--- src/rtl/id_ex_stage.sv ---
// Decode/Execute pipeline register with destination resolution, load-use
// bubble insertion, downstream hold/flush handling and saturating event counters.
module id_ex_stage #(
  parameter int DATA_W = 32,
  parameter int REG_AW = 5,
  parameter int IMM_W  = 16,
  parameter int CNT_W  = 16
) (
  input  logic              clk,
  input  logic              rst_n,
  input  logic              id_valid,
  input  logic [DATA_W-1:0] id_pc,
  input  logic [DATA_W-1:0] id_rs_data,
  input  logic [DATA_W-1:0] id_rt_data,
  input  logic [REG_AW-1:0] id_rs_addr,
  input  logic [REG_AW-1:0] id_rt_addr,
  input  logic [REG_AW-1:0] id_rd_addr,
  input  logic [IMM_W-1:0]  id_imm,
  input  logic              id_dm_write,
  input  logic              id_rf_dest_addr,
  input  logic              id_rf_write,
  input  logic              id_sli_sri,
  input  logic              id_imm_instr,
  input  logic [1:0]        id_jump_or_branch,
  input  logic [1:0]        id_mem_to_reg,
  input  logic              mem_hold_i,
  input  logic              flush_i,
  output logic              id_stall_o,
  output logic              ex_valid,
  output logic [DATA_W-1:0] ex_pc,
  output logic [DATA_W-1:0] ex_rs_data,
  output logic [DATA_W-1:0] ex_rt_data,
  output logic [IMM_W-1:0]  ex_imm,
  output logic              ex_dm_write,
  output logic              ex_rf_write,
  output logic              ex_sli_sri,
  output logic              ex_imm_instr,
  output logic [1:0]        ex_jump_or_branch,
  output logic [1:0]        ex_mem_to_reg,
  output logic [REG_AW-1:0] ex_wr_addr,
  output logic [CNT_W-1:0]  stall_cnt,
  output logic [CNT_W-1:0]  flush_cnt
);

  typedef struct packed {
    logic              valid;
    logic [DATA_W-1:0] pc;
    logic [DATA_W-1:0] rs_data;
    logic [DATA_W-1:0] rt_data;
    logic [IMM_W-1:0]  imm;
    logic              dm_write;
    logic              rf_write;
    logic              sli_sri;
    logic              imm_instr;
    logic [1:0]        jump_or_branch;
    logic [1:0]        mem_to_reg;
    logic [REG_AW-1:0] wr_addr;
  } ex_t;

  ex_t              ex_q;
  ex_t              id_next;
  logic [REG_AW-1:0] wr_sel;
  logic             uses_rt;
  logic             load_use;

  assign wr_sel  = id_rf_dest_addr ? id_rd_addr : id_rt_addr;
  assign uses_rt = ~id_imm_instr & ~id_sli_sri & (id_mem_to_reg == 2'b00);

  assign load_use = ex_q.valid & ex_q.rf_write & (ex_q.mem_to_reg == 2'b01)
                  & (ex_q.wr_addr != '0) & id_valid
                  & ((ex_q.wr_addr == id_rs_addr) | (uses_rt & (ex_q.wr_addr == id_rt_addr)));

  assign id_stall_o = ~flush_i & (mem_hold_i | load_use);

  // Controls are gated by id_valid so a NOP can never write RF/DM or redirect.
  always_comb begin
    id_next                = '0;
    id_next.valid          = id_valid;
    id_next.pc             = id_pc;
    id_next.rs_data        = id_rs_data;
    id_next.rt_data        = id_rt_data;
    id_next.imm            = id_imm;
    id_next.wr_addr        = wr_sel;
    id_next.dm_write       = id_valid & id_dm_write;
    id_next.rf_write       = id_valid & id_rf_write;
    id_next.sli_sri        = id_valid & id_sli_sri;
    id_next.imm_instr      = id_valid & id_imm_instr;
    id_next.jump_or_branch = id_valid ? id_jump_or_branch : 2'b00;
    id_next.mem_to_reg     = id_valid ? id_mem_to_reg : 2'b00;
  end

  always_ff @(posedge clk or negedge rst_n) begin
    if (!rst_n) begin
      ex_q      <= '0;
      stall_cnt <= '0;
      flush_cnt <= '0;
    end else if (flush_i) begin
      ex_q <= '0;
      if (flush_cnt != '1) flush_cnt <= flush_cnt + 1'b1;
    end else if (mem_hold_i) begin
      ex_q <= ex_q;
    end else if (load_use) begin
      ex_q <= '0;
      if (stall_cnt != '1) stall_cnt <= stall_cnt + 1'b1;
    end else begin
      ex_q <= id_next;
    end
  end

  assign ex_valid          = ex_q.valid;
  assign ex_pc             = ex_q.pc;
  assign ex_rs_data        = ex_q.rs_data;
  assign ex_rt_data        = ex_q.rt_data;
  assign ex_imm            = ex_q.imm;
  assign ex_dm_write       = ex_q.dm_write;
  assign ex_rf_write       = ex_q.rf_write;
  assign ex_sli_sri        = ex_q.sli_sri;
  assign ex_imm_instr      = ex_q.imm_instr;
  assign ex_jump_or_branch = ex_q.jump_or_branch;
  assign ex_mem_to_reg     = ex_q.mem_to_reg;
  assign ex_wr_addr        = ex_q.wr_addr;

endmodule

--- config.mk ---
export PLATFORM = sky130hd
export DESIGN_NAME = id_ex_stage
export DESIGN_NICKNAME = d
export VERILOG_FILES = /design/src/rtl/id_ex_stage.sv
export SDC_FILE = /design/constraint.sdc
export NUM_CORES = 1
export LEC_CHECK = 0
export ABC_AREA = 1
export CAP_MARGIN = 0
export CELL_PAD_IN_SITES_DETAIL_PLACEMENT = 0
export CELL_PAD_IN_SITES_GLOBAL_PLACEMENT = 2
export CORE_MARGIN = 1
export CORE_UTILIZATION = 24
export DETAILED_ROUTE_END_ITERATION = 10
export GPL_TIMING_DRIVEN = 0
export HOLD_SLACK_MARGIN = 0.08
export PLACE_DENSITY_LB_ADDON = 0.1
export SLEW_MARGIN = 10
export SYNTH_ARGS = -nofsm -noshare
export SYNTH_HDL_FRONTEND = slang
export SYNTH_SLANG_ARGS = --single-unit
export TNS_END_PERCENT = 50
--- constraint.sdc ---
create_clock -name clk -period 1.9 [get_ports clk]
set_input_delay 0.285 -clock clk [delete_from_list [all_inputs] [get_ports clk]]
set_output_delay 0.285 -clock clk [all_outputs]
set_load 0.03 [all_outputs]
* Word-level counts from Yosys, hierarchy flattened *
Cells that the tools add are included.

word-level totals
  logic and storage cells = 51
  register bits after elaboration = 158

cells by class
  reduce and logical (&&, ||, !) cells = 4
  mux-type cells = 6
  add/subtract/negate cells = 2
  bitwise operators = 19
  equal/unequal tests = 6

operators with widths
  cell                                                   count
  2-to-1 mux 126 bit                                     3
  adder 16 x 1 -> 16 bit, second input constant          2
  inequality test 16 bit, second input constant          2
  AND 1 bit                                              13
  equality test 5 bit                                    2
  2-to-1 mux 5 bit                                       1
  nonzero test 5 bit                                     1
  2-to-1 mux 2 bit                                       2
  inverter 1 bit                                         4
  AND reduction 4 bit                                    1
  equality test 2 x 1 -> 1 bit, second input constant    1
  zero test 2 bit                                        1
  inequality test 2 x 1 -> 1 bit, second input constant  1
  OR 1 bit                                               2
  AND reduction 2 bit                                    1

* Logic depth before layout (Yosys ltp) *
Gate-level depths: netlist (run 1).

  depth after elaboration = 9
  gate-level depth with buffers = 11
  gate-level depth less buffers = 10

* Worst setup path before layout (run 1) *
OpenSTA, ideal clock, no wires.

  path kind = register -> output
  from = reg ex_q, in the netlist ex_mem_to_reg[0]
  to = out id_stall_o
  buffers on the path = 1
  slack = -224 ps
  required time = 1615 ps
  arrival = 1839 ps
  cell stages (with the launch flop) = 8
  cells stage by stage = dfrtp_1 > nand2_1 > nor2_1 > nand3_1 > a21oi_4 > nand2_4 > buf_2 > a21oi_1

between the ends
  cells in the longest elaborated chain, start to end = 7

RTL lines
  element                       line  text
  start: declaration            60    ex_t ex_q;
  start signal: assignment      101   ex_q <= ex_q;
  start signal: assignment      106   ex_q <= id_next;
  equality test 2 x 1 -> 1 bit  69    assign load_use = ex_q.valid & ex_q.rf_write & (ex_q.mem_to_reg == 2'b01)
  AND 1 bit                     69
  AND 1 bit (2 in a row)        70    & (ex_q.wr_addr != '0) & id_valid
  AND 1 bit                     71    & ((ex_q.wr_addr == id_rs_addr) | (uses_rt & (ex_q.wr_addr == id_rt_addr)));
  OR 1 bit                      73    assign id_stall_o = ~flush_i & (mem_hold_i | load_use);
  AND 1 bit                     73
  end: declaration              28    output logic id_stall_o,

Every way passes these cells.

* Worst setup path after layout (run 1) *
  from = reg ex_q, in the netlist ex_wr_addr[1]
  to = out id_stall_o

between the ends
  cells in the longest elaborated chain, start to end = 6
  elaborated cells on any way between the ends = 10

RTL lines
  element                                                    line
  equality test 5 bit or nonzero test 5 bit (tied branches)  71, 70
  AND 1 bit, on equally long branches                        71, 70
  OR 1 bit or AND 1 bit (tied branches)                      71, 70
  AND 1 bit (*)                                              71
  OR 1 bit (*)                                               73
  AND 1 bit (*)                                              73

Every way passes the cells marked *; elsewhere a longest branch is shown, timed or not.

==> impl_metrics.xml, run 1 <==
<?xml version="1.0" encoding="UTF-8"?>
<metrics>
  <group name="hold_path">
    <metric name="class_of_the_tightest_hold_or_removal_check" unit="">input pin to asynchronous set/reset pin</metric>
  </group>
  <group name="floorplanning">
    <metric name="design.die.area" unit="um2">32000</metric>
    <metric name="placementRows" unit="">64</metric>
    <metric name="ios" unit="">300</metric>
    <metric name="initial_util" unit="">0.245</metric>
    <metric name="core" unit="um2">30700</metric>
    <metric name="dieHeight" unit="um">179</metric>
    <metric name="fp.dieW" unit="um">179</metric>
  </group>
  <group name="setup_path">
    <metric name="worst-endpoint-arrival" unit="ps">1720</metric>
    <metric name="timing_worst_setup_path_type" unit="">flip-flop to primary output</metric>
    <metric name="critical_path.most_common_cell" unit="">sky130_fd_sc_hd__nand2_1</metric>
    <metric name="cp-startpoint" unit="">ex_wr_addr[1]$_DFFE_PN0P_</metric>
    <metric name="rrSetupSlack" unit="ps">70</metric>
    <metric name="slowest_delay" unit="ps">450</metric>
    <metric name="critical_path_peak_fanout" unit="">6</metric>
    <metric name="kind_of_start_point_of_the_critical_path" unit="">flip-flop</metric>
    <metric name="required_time_of_the_critical_path" unit="ps">1620</metric>
    <metric name="r2r-end" unit="">stall_cnt[3]$_DFFE_PN0P_</metric>
    <metric name="path_buf_inv" unit="">1</metric>
    <metric name="cp-end-kind" unit="">primary output</metric>
    <metric name="critical_path.reg2reg.startpoint" unit="">stall_cnt[1]$_DFFE_PN0P_</metric>
    <metric name="timing.critical_path.cells" unit="">nand2_1, nand2_1, nor2_1, nand3_2, nand2_4, nand2_8, a21oi_4, buf_6</metric>
    <metric name="cp_slowest_cell" unit="">sky130_fd_sc_hd__dfrtp_2</metric>
    <metric name="r2r_cells" unit="">10</metric>
    <metric name="cp_top_family" unit="">simple AND/OR/NAND/NOR gates</metric>
  </group>
  <group name="global_routing">
    <metric name="grt_max_degree" unit="">97</metric>
    <metric name="number_of_global_route_vias_before_repair" unit="">6758</metric>
    <metric name="grt_antenna_before_repair" unit="">5</metric>
    <metric name="globalRouteOverflowTotal" unit="">0</metric>
    <metric name="globalRouteTotalUtil" unit="">0.171</metric>
    <metric name="first_pass_grt_wire_length" unit="mm">40.5</metric>
  </group>
  <group name="placed_design">
    <metric name="placement.io_buffers" unit="">299</metric>
    <metric name="final_gp_congestion" unit="">0.747</metric>
    <metric name="dpl.hpwl" unit="mm">19.5</metric>
    <metric name="dp_worst_setup_slack" unit="ps">-1140</metric>
  </group>
  <group name="drt">
    <metric name="drc_errors" unit="">0</metric>
    <metric name="detailroute.via_count" unit="">6892</metric>
    <metric name="drt-initial-drc-count" unit="">352</metric>
    <metric name="detail-route-antenna-nets" unit="">0</metric>
    <metric name="finalWirelength" unit="mm">27.0</metric>
    <metric name="post_drt_via_cell_ratio" unit="">4.22</metric>
    <metric name="first_pass_iters" unit="">5</metric>
    <metric name="wl_per_cell" unit="um">16.5</metric>
  </group>
  <group name="timing">
    <metric name="post_route_skew" unit="ps">9.21</metric>
    <metric name="final_hold_viol_count" unit="">0</metric>
    <metric name="setup_viol_count_final" unit="">1</metric>
    <metric name="timing.setup.tns" unit="ps">-106</metric>
    <metric name="period_utilization_post_route" unit="">1.06</metric>
    <metric name="achievable-frequency" unit="GHz">0.499</metric>
    <metric name="rsz0062_at_grt" unit="">yes</metric>
    <metric name="timing.max_slew.rel_slack" unit="">0.628</metric>
    <metric name="worst_slack" unit="ps">-106</metric>
    <metric name="final.min_clock_period" unit="ps">2010</metric>
    <metric name="max_slew.worst_pin.slew" unit="ps">558</metric>
    <metric name="worst_hold_slack" unit="ps">381</metric>
    <metric name="fin_max_slew_vios" unit="">0</metric>
  </group>
  <group name="run_status">
    <metric name="violations" unit="">setup timing</metric>
    <metric name="run_status" unit="">finished with violations</metric>
  </group>
  <group name="cts">
    <metric name="clk_path_buf_depth" unit="">2</metric>
    <metric name="numClockSinks" unit="">158</metric>
    <metric name="clk_transition_reported_paths" unit="ps">60</metric>
    <metric name="worst_skew_pair.late_latency" unit="ps">430</metric>
    <metric name="num_cts_buffers" unit="">17</metric>
    <metric name="root_buffer" unit="">sky130_fd_sc_hd__clkbuf_16</metric>
    <metric name="h-tree-depth" unit="">4</metric>
    <metric name="cts_tree" unit="">done</metric>
  </group>
  <group name="synth">
    <metric name="synth_sequential_area_ratio" unit="">0.526</metric>
    <metric name="syn-cell-area" unit="um2">7510</metric>
    <metric name="net_count_synth" unit="">1026</metric>
    <metric name="async_reset_ff_frac" unit="">1.00</metric>
    <metric name="synth.lib_cells_used.distinct" unit="">30</metric>
    <metric name="synth.ff_latch_count" unit="">158</metric>
    <metric name="synth_edf_count" unit="">0</metric>
    <metric name="netlist.top_cell.by_area" unit="">sky130_fd_sc_hd__dfrtp_1</metric>
    <metric name="synthesis.instances" unit="">883</metric>
    <metric name="synth.top_cells.by_area" unit="">sky130_fd_sc_hd__dfrtp_1, sky130_fd_sc_hd__nand2_1, sky130_fd_sc_hd__nand3_2</metric>
    <metric name="yosysTopAreaCellShare" unit="">0.526</metric>
    <metric name="synth_flop_cell" unit="">sky130_fd_sc_hd__dfrtp_1</metric>
    <metric name="avgSynthCellArea" unit="um2">8.50</metric>
    <metric name="yosys_warnings" unit="">0</metric>
  </group>
  <group name="cells_and_area">
    <metric name="flow.area_growth_from_synthesis" unit="%">57.6</metric>
    <metric name="drive_above_1_share" unit="">0.136</metric>
    <metric name="final_nets" unit="">1368</metric>
    <metric name="final_core_utilization" unit="">0.386</metric>
    <metric name="mostFrequentLayoutCells" unit="">sky130_fd_sc_hd__nand2_1, sky130_fd_sc_hd__clkdlybuf4s50_1, sky130_fd_sc_hd__dfrtp_1</metric>
    <metric name="layout_commonest_cell" unit="">sky130_fd_sc_hd__nand2_1</metric>
  </group>
  <group name="job">
    <metric name="cap_viol_max_count" unit="">0</metric>
  </group>
  <group name="pwr">
    <metric name="total_power_draw" unit="mW">8.99</metric>
    <metric name="peakVddDrop" unit="uV">534</metric>
    <metric name="cellLeakagePower" unit="nW">5.71</metric>
    <metric name="pwr_cell_area" unit="nW/um2">759</metric>
  </group>
</metrics>
==> worst max-delay path by stage <==
stage	to	slack [ps]	cells past startpoint
after floorplan	id_stall_o	20	7
after global placement	flush_cnt[0]$_DFFE_PN0P_	-7770	1
after detailed placement	id_stall_o	-1140	9
after CTS	id_stall_o	-170	8
after global routing	id_stall_o	-200	9
final	id_stall_o	-110	8
==> repair_timing <==
item | CTS | global route
pin swaps | 7 | 6
hold buffers | 1 | 0
endpoints found under the setup margin | 171 | 160
setup buffers | 9 | 14
hold endpoints to repair | 62 | 0
cloned | 0 | 0
resized for setup | 30 | 28
==> cell usage after synthesis (3+ instances only) <==
cell	number
sky130_fd_sc_hd__nor3_1	10
sky130_fd_sc_hd__buf_6	3
sky130_fd_sc_hd__buf_2	12
sky130_fd_sc_hd__dfrtp_1	158
sky130_fd_sc_hd__nand2_1	374
sky130_fd_sc_hd__inv_2	7
sky130_fd_sc_hd__nand3_2	51
sky130_fd_sc_hd__nand3_1	83
sky130_fd_sc_hd__o21ai_0	11
sky130_fd_sc_hd__nand2_4	4
sky130_fd_sc_hd__nand4_1	14
sky130_fd_sc_hd__nor2_1	25
sky130_fd_sc_hd__clkbuf_1	18
sky130_fd_sc_hd__buf_8	6
sky130_fd_sc_hd__o21ai_1	21
sky130_fd_sc_hd__xor2_1	15
sky130_fd_sc_hd__xnor2_1	7
sky130_fd_sc_hd__inv_1	49
==> area by class of cell <==
| class | instances | area, um2 |
|---|---|---|
| repair buffers | 324 | 3220 |
| multi-input cells | 628 | 3170 |
| flip-flops and latches | 158 | 3960 |
| inverters | 56 | 213 |
| fillers | 3176 | 18800 |
| diodes | 3 | 7.51 |
| clock inverters | 8 | 45.0 |
| plain buffers | 40 | 260 |
| well taps | 396 | 495 |
| clock buffers | 21 | 460 |
==> stage by stage <==
| stage | instance area [um2] | instances |
|---|---|---|
| 6_report | 11800 | 1634 |
| 4_1_cts | 11700 | 1617 |
| 3_3_place_gp | 11000 | 1578 |
| 2_1_floorplan | 7520 | 883 |
| 3_5_place_dp | 11000 | 1579 |
| 5_1_grt | 11800 | 1633 |
==> worst register-to-register path, stage by stage (launching register included) <==
cell,delay (ps)
sky130_fd_sc_hd__dfrtp_1,420
sky130_fd_sc_hd__ha_2,230
sky130_fd_sc_hd__nand3_2,130
sky130_fd_sc_hd__nor2_4,160
sky130_fd_sc_hd__nand4_1,140
sky130_fd_sc_hd__nand2_1,140
sky130_fd_sc_hd__inv_4,80
sky130_fd_sc_hd__nand3_4,130
sky130_fd_sc_hd__inv_1,150
sky130_fd_sc_hd__nand2_1,90
sky130_fd_sc_hd__nand2_1,50
==> routing by layer <==
metal	routed length (um)	track usage	share of wire
met5	13	0	0.00048
met3	2350	0.0704	0.087
met4	164	0.0470	0.0061
met2	12400	0.264	0.46
met1	12100	0.219	0.45
==> cells by family after synthesis <==
family	after synthesis	synth area share
buffers and inverters	97	0.0625
muxes	1	0.00133
AOI/OAI and AO/OA	34	0.0242
adders and majority gates	2	0.00333
xor gates and xnor gates	22	0.0257
DFF	158	0.526
and+or+nand+nor	569	0.357
==> report_power, final <==
group          switching [mW]  total (mW)  internal [mW]
clock network            1.42        3.12           1.70
registers               0.191        3.79           3.60
logic                    1.15        2.08          0.932
total                    2.76        8.99           6.23
(Power assumes the default switching activity.)
==> inputs of run 2 (changes only) <==
CORE_UTILIZATION = 35   (was 24)
DONT_BUFFER_PORTS = 1   (was default)
==> run 2 against run 1 <==
Against the previous run:
- clock-buffer cell count is 3 lower
- combinational power is 57% lower
- the run ends with hold timing, setup timing left
- core utilization is 8.8 points higher
- highest routed layer is now met4
- sequential share of layout area is 6.5 points higher
- sequential power is 14% higher
- flip-flop and latch count stayed put
- routed wire length is 17% lower
==> impl_metrics.xml, run 2 (synthesis results as in run 1) <==
<?xml version="1.0" encoding="UTF-8"?>
<metrics>
  <group name="global_routing">
    <metric name="globalRouteTotalUtil" unit="">0.203</metric>
    <metric name="grt_antenna_before_repair" unit="">1</metric>
    <metric name="first_pass_grt_wire_length" unit="mm">34.5</metric>
    <metric name="number_of_global_route_vias_before_repair" unit="">6328</metric>
    <metric name="grt_max_degree" unit="">159</metric>
    <metric name="globalRouteOverflowTotal" unit="">0</metric>
  </group>
  <group name="cells_and_area">
    <metric name="layout_commonest_cell" unit="">sky130_fd_sc_hd__nand2_1</metric>
    <metric name="stdcell_count" unit="">1328</metric>
    <metric name="num-fill-cells" unit="">2018</metric>
    <metric name="seq_area" unit="um2">3980</metric>
    <metric name="flow.area_growth_from_synthesis" unit="%">32.8</metric>
    <metric name="drive_above_1_share" unit="">0.164</metric>
    <metric name="multi_input_area" unit="um2">3170</metric>
    <metric name="mostFrequentLayoutCells" unit="">sky130_fd_sc_hd__nand2_1, sky130_fd_sc_hd__dfrtp_1, sky130_fd_sc_hd__dlygate4sd3_1</metric>
    <metric name="final_nets" unit="">1182</metric>
  </group>
  <group name="setup_path">
    <metric name="critical_path_peak_fanout" unit="">6</metric>
    <metric name="required_time_of_the_critical_path" unit="ps">1620</metric>
    <metric name="worst-endpoint-arrival" unit="ps">1950</metric>
    <metric name="critical_path.reg2reg.startpoint" unit="">ex_wr_addr[1]$_DFFE_PN0P_</metric>
    <metric name="slowest_delay" unit="ps">520</metric>
    <metric name="cp-end-kind" unit="">primary output</metric>
    <metric name="kind_of_start_point_of_the_critical_path" unit="">flip-flop</metric>
    <metric name="cp-startpoint" unit="">ex_wr_addr[1]$_DFFE_PN0P_</metric>
    <metric name="timing.critical_path.cells" unit="">inv_2, nand2_2, nand2_1, nor2_1, nand3_1, nand2_4, nand2_8, buf_8, a21oi_4</metric>
    <metric name="cp_slowest_cell" unit="">sky130_fd_sc_hd__dfrtp_2</metric>
    <metric name="timing_worst_setup_path_type" unit="">flip-flop to primary output</metric>
  </group>
  <group name="cts">
    <metric name="h-tree-depth" unit="">4</metric>
    <metric name="clk_transition_reported_paths" unit="ps">70</metric>
    <metric name="numClockSinks" unit="">158</metric>
    <metric name="postCtsHoldBufs" unit="">121</metric>
    <metric name="num_cts_buffers" unit="">17</metric>
    <metric name="cts_tree" unit="">done</metric>
    <metric name="clk_path_buf_depth" unit="">2</metric>
    <metric name="worst_skew_pair.late_latency" unit="ps">430</metric>
    <metric name="root_buffer" unit="">sky130_fd_sc_hd__clkbuf_16</metric>
  </group>
  <group name="timing">
    <metric name="post_route_skew" unit="ps">16.9</metric>
    <metric name="rsz0062_at_grt" unit="">yes</metric>
    <metric name="max_slew.worst_pin.slew" unit="ps">699</metric>
    <metric name="final.min_clock_period" unit="ps">2230</metric>
    <metric name="final_hold_viol_count" unit="">158</metric>
    <metric name="worst_hold_slack" unit="ps">-450</metric>
    <metric name="timing.max_slew.rel_slack" unit="">0.533</metric>
    <metric name="period_utilization_post_route" unit="">1.18</metric>
    <metric name="achievable-frequency" unit="GHz">0.448</metric>
    <metric name="fin_max_slew_vios" unit="">0</metric>
    <metric name="worst_slack" unit="ps">-334</metric>
    <metric name="setup_viol_count_final" unit="">1</metric>
  </group>
  <group name="pwr">
    <metric name="total_power_draw" unit="mW">8.91</metric>
    <metric name="peakVddDrop" unit="uV">457</metric>
    <metric name="cellLeakagePower" unit="nW">4.96</metric>
    <metric name="pwr_cell_area" unit="nW/um2">894</metric>
  </group>
  <group name="run_status">
    <metric name="run_status" unit="">finished with violations</metric>
    <metric name="violations" unit="">hold timing, setup timing</metric>
  </group>
  <group name="placed_design">
    <metric name="dpl.hpwl" unit="mm">15.8</metric>
    <metric name="placed_cell_count" unit="">1158</metric>
    <metric name="final_gp_congestion" unit="">0.819</metric>
    <metric name="placement.io_buffers" unit="">0</metric>
  </group>
  <group name="floorplanning">
    <metric name="ios" unit="">300</metric>
    <metric name="fp.dieW" unit="um">148</metric>
    <metric name="dieHeight" unit="um">148</metric>
    <metric name="core" unit="um2">21000</metric>
    <metric name="design.die.area" unit="um2">22000</metric>
    <metric name="placementRows" unit="">53</metric>
    <metric name="initial_util" unit="">0.357</metric>
  </group>
  <group name="drt">
    <metric name="wl_per_cell" unit="um">16.9</metric>
    <metric name="detailroute.via_count" unit="">6440</metric>
    <metric name="first_pass_iters" unit="">4</metric>
    <metric name="drc_errors" unit="">0</metric>
    <metric name="detail-route-antenna-nets" unit="">0</metric>
    <metric name="finalWirelength" unit="mm">22.5</metric>
    <metric name="post_drt_via_cell_ratio" unit="">4.85</metric>
    <metric name="drt-initial-drc-count" unit="">287</metric>
  </group>
  <group name="hold_path">
    <metric name="class_of_the_tightest_hold_or_removal_check" unit="">input pin to asynchronous set/reset pin</metric>
  </group>
  <group name="job">
    <metric name="cap_viol_max_count" unit="">0</metric>
  </group>
</metrics>
## run 2: cell type report
class / instances / area share
antenna: 1 / 0.000251
buffer: 41 / 0.0279
clock buffer: 18 / 0.0440
clock inverter: 14 / 0.0196
inverter: 56 / 0.0216
multi-input combinational: 628 / 0.318
sequential: 158 / 0.399
tap: 275 / 0.0345
timing repair buffer: 137 / 0.135
## run 2: timing repair
action | 4_1_cts | 5_1_grt
pin swaps | 6 | 8
gates cloned | 0 | 1
buffers inserted | 9 | 8
resized for setup | 29 | 17
endpoints found under the setup margin | 158 | 125
endpoints found under the hold margin | 279 | 158
## run 2: worst max-delay path, delay by kind of cell, from the launching register on
family | cells | cell delay, ps
AOI/OAI and AO/OA | 1 | 270
and+or+nand+nor | 6 | 540
DFF | 1 | 520
buffers and inverters | 2 | 190
## run 2: per-layer routing
layer	wire, um	GRT usage	vias to the layer above
met5	0	0	-
met4	282	0.0557	0
met3	1680	0.0727	19
met2	11600	0.351	208
met1	8910	0.236	3096
li1	-	-	3117
## run 2: power by group
group	switching [mW]	total, mW	internal (mW)	leakage, nW
Sequential	0.718	4.31	3.59	2.04
Clock	1.54	3.71	2.17	0.315
Combinational	0.463	0.885	0.421	2.60
Total	2.73	8.91	6.18	4.96
## run 2: through the flow
| stage | TNS [ps] | utilization | instance area [um2] | setup slack [ps] |
|---|---|---|---|---|
| 4_1_cts | -3380 | 0.469 | 9850 | -363 |
| 6_report | -334 | 0.474 | 9970 | -334 |
| 3_5_place_dp | -20760 | 0.374 | 7870 | -422 |
| 2_1_floorplan | 0 | - | 7520 | 23.4 |
| 3_3_place_gp | -16550 | 0.374 | 7870 | -404 |
| 5_1_grt | -2570 | 0.474 | 9970 | -429 |
## run 2: final timing paths
| kind | end | slack (ps) | cells after the start |
|---|---|---|---|
| setup reg to reg | ex_rt_data[24]$_DFFE_PN0P_ | 30 | 12 |
| min in group clk | ex_wr_addr[3]$_DFFE_PN0P_ | 110 | 2 |
| hold / removal | flush_cnt[6]$_DFFE_PN0P_ | -450 | 0 |
| max in group asynchronous | stall_cnt[1]$_DFFE_PN0P_ | 1910 | 0 |
| hold reg to reg | ex_mem_to_reg[0]$_DFFE_PN0P_ | 670 | 2 |
| setup / recovery | id_stall_o | -330 | 9 |
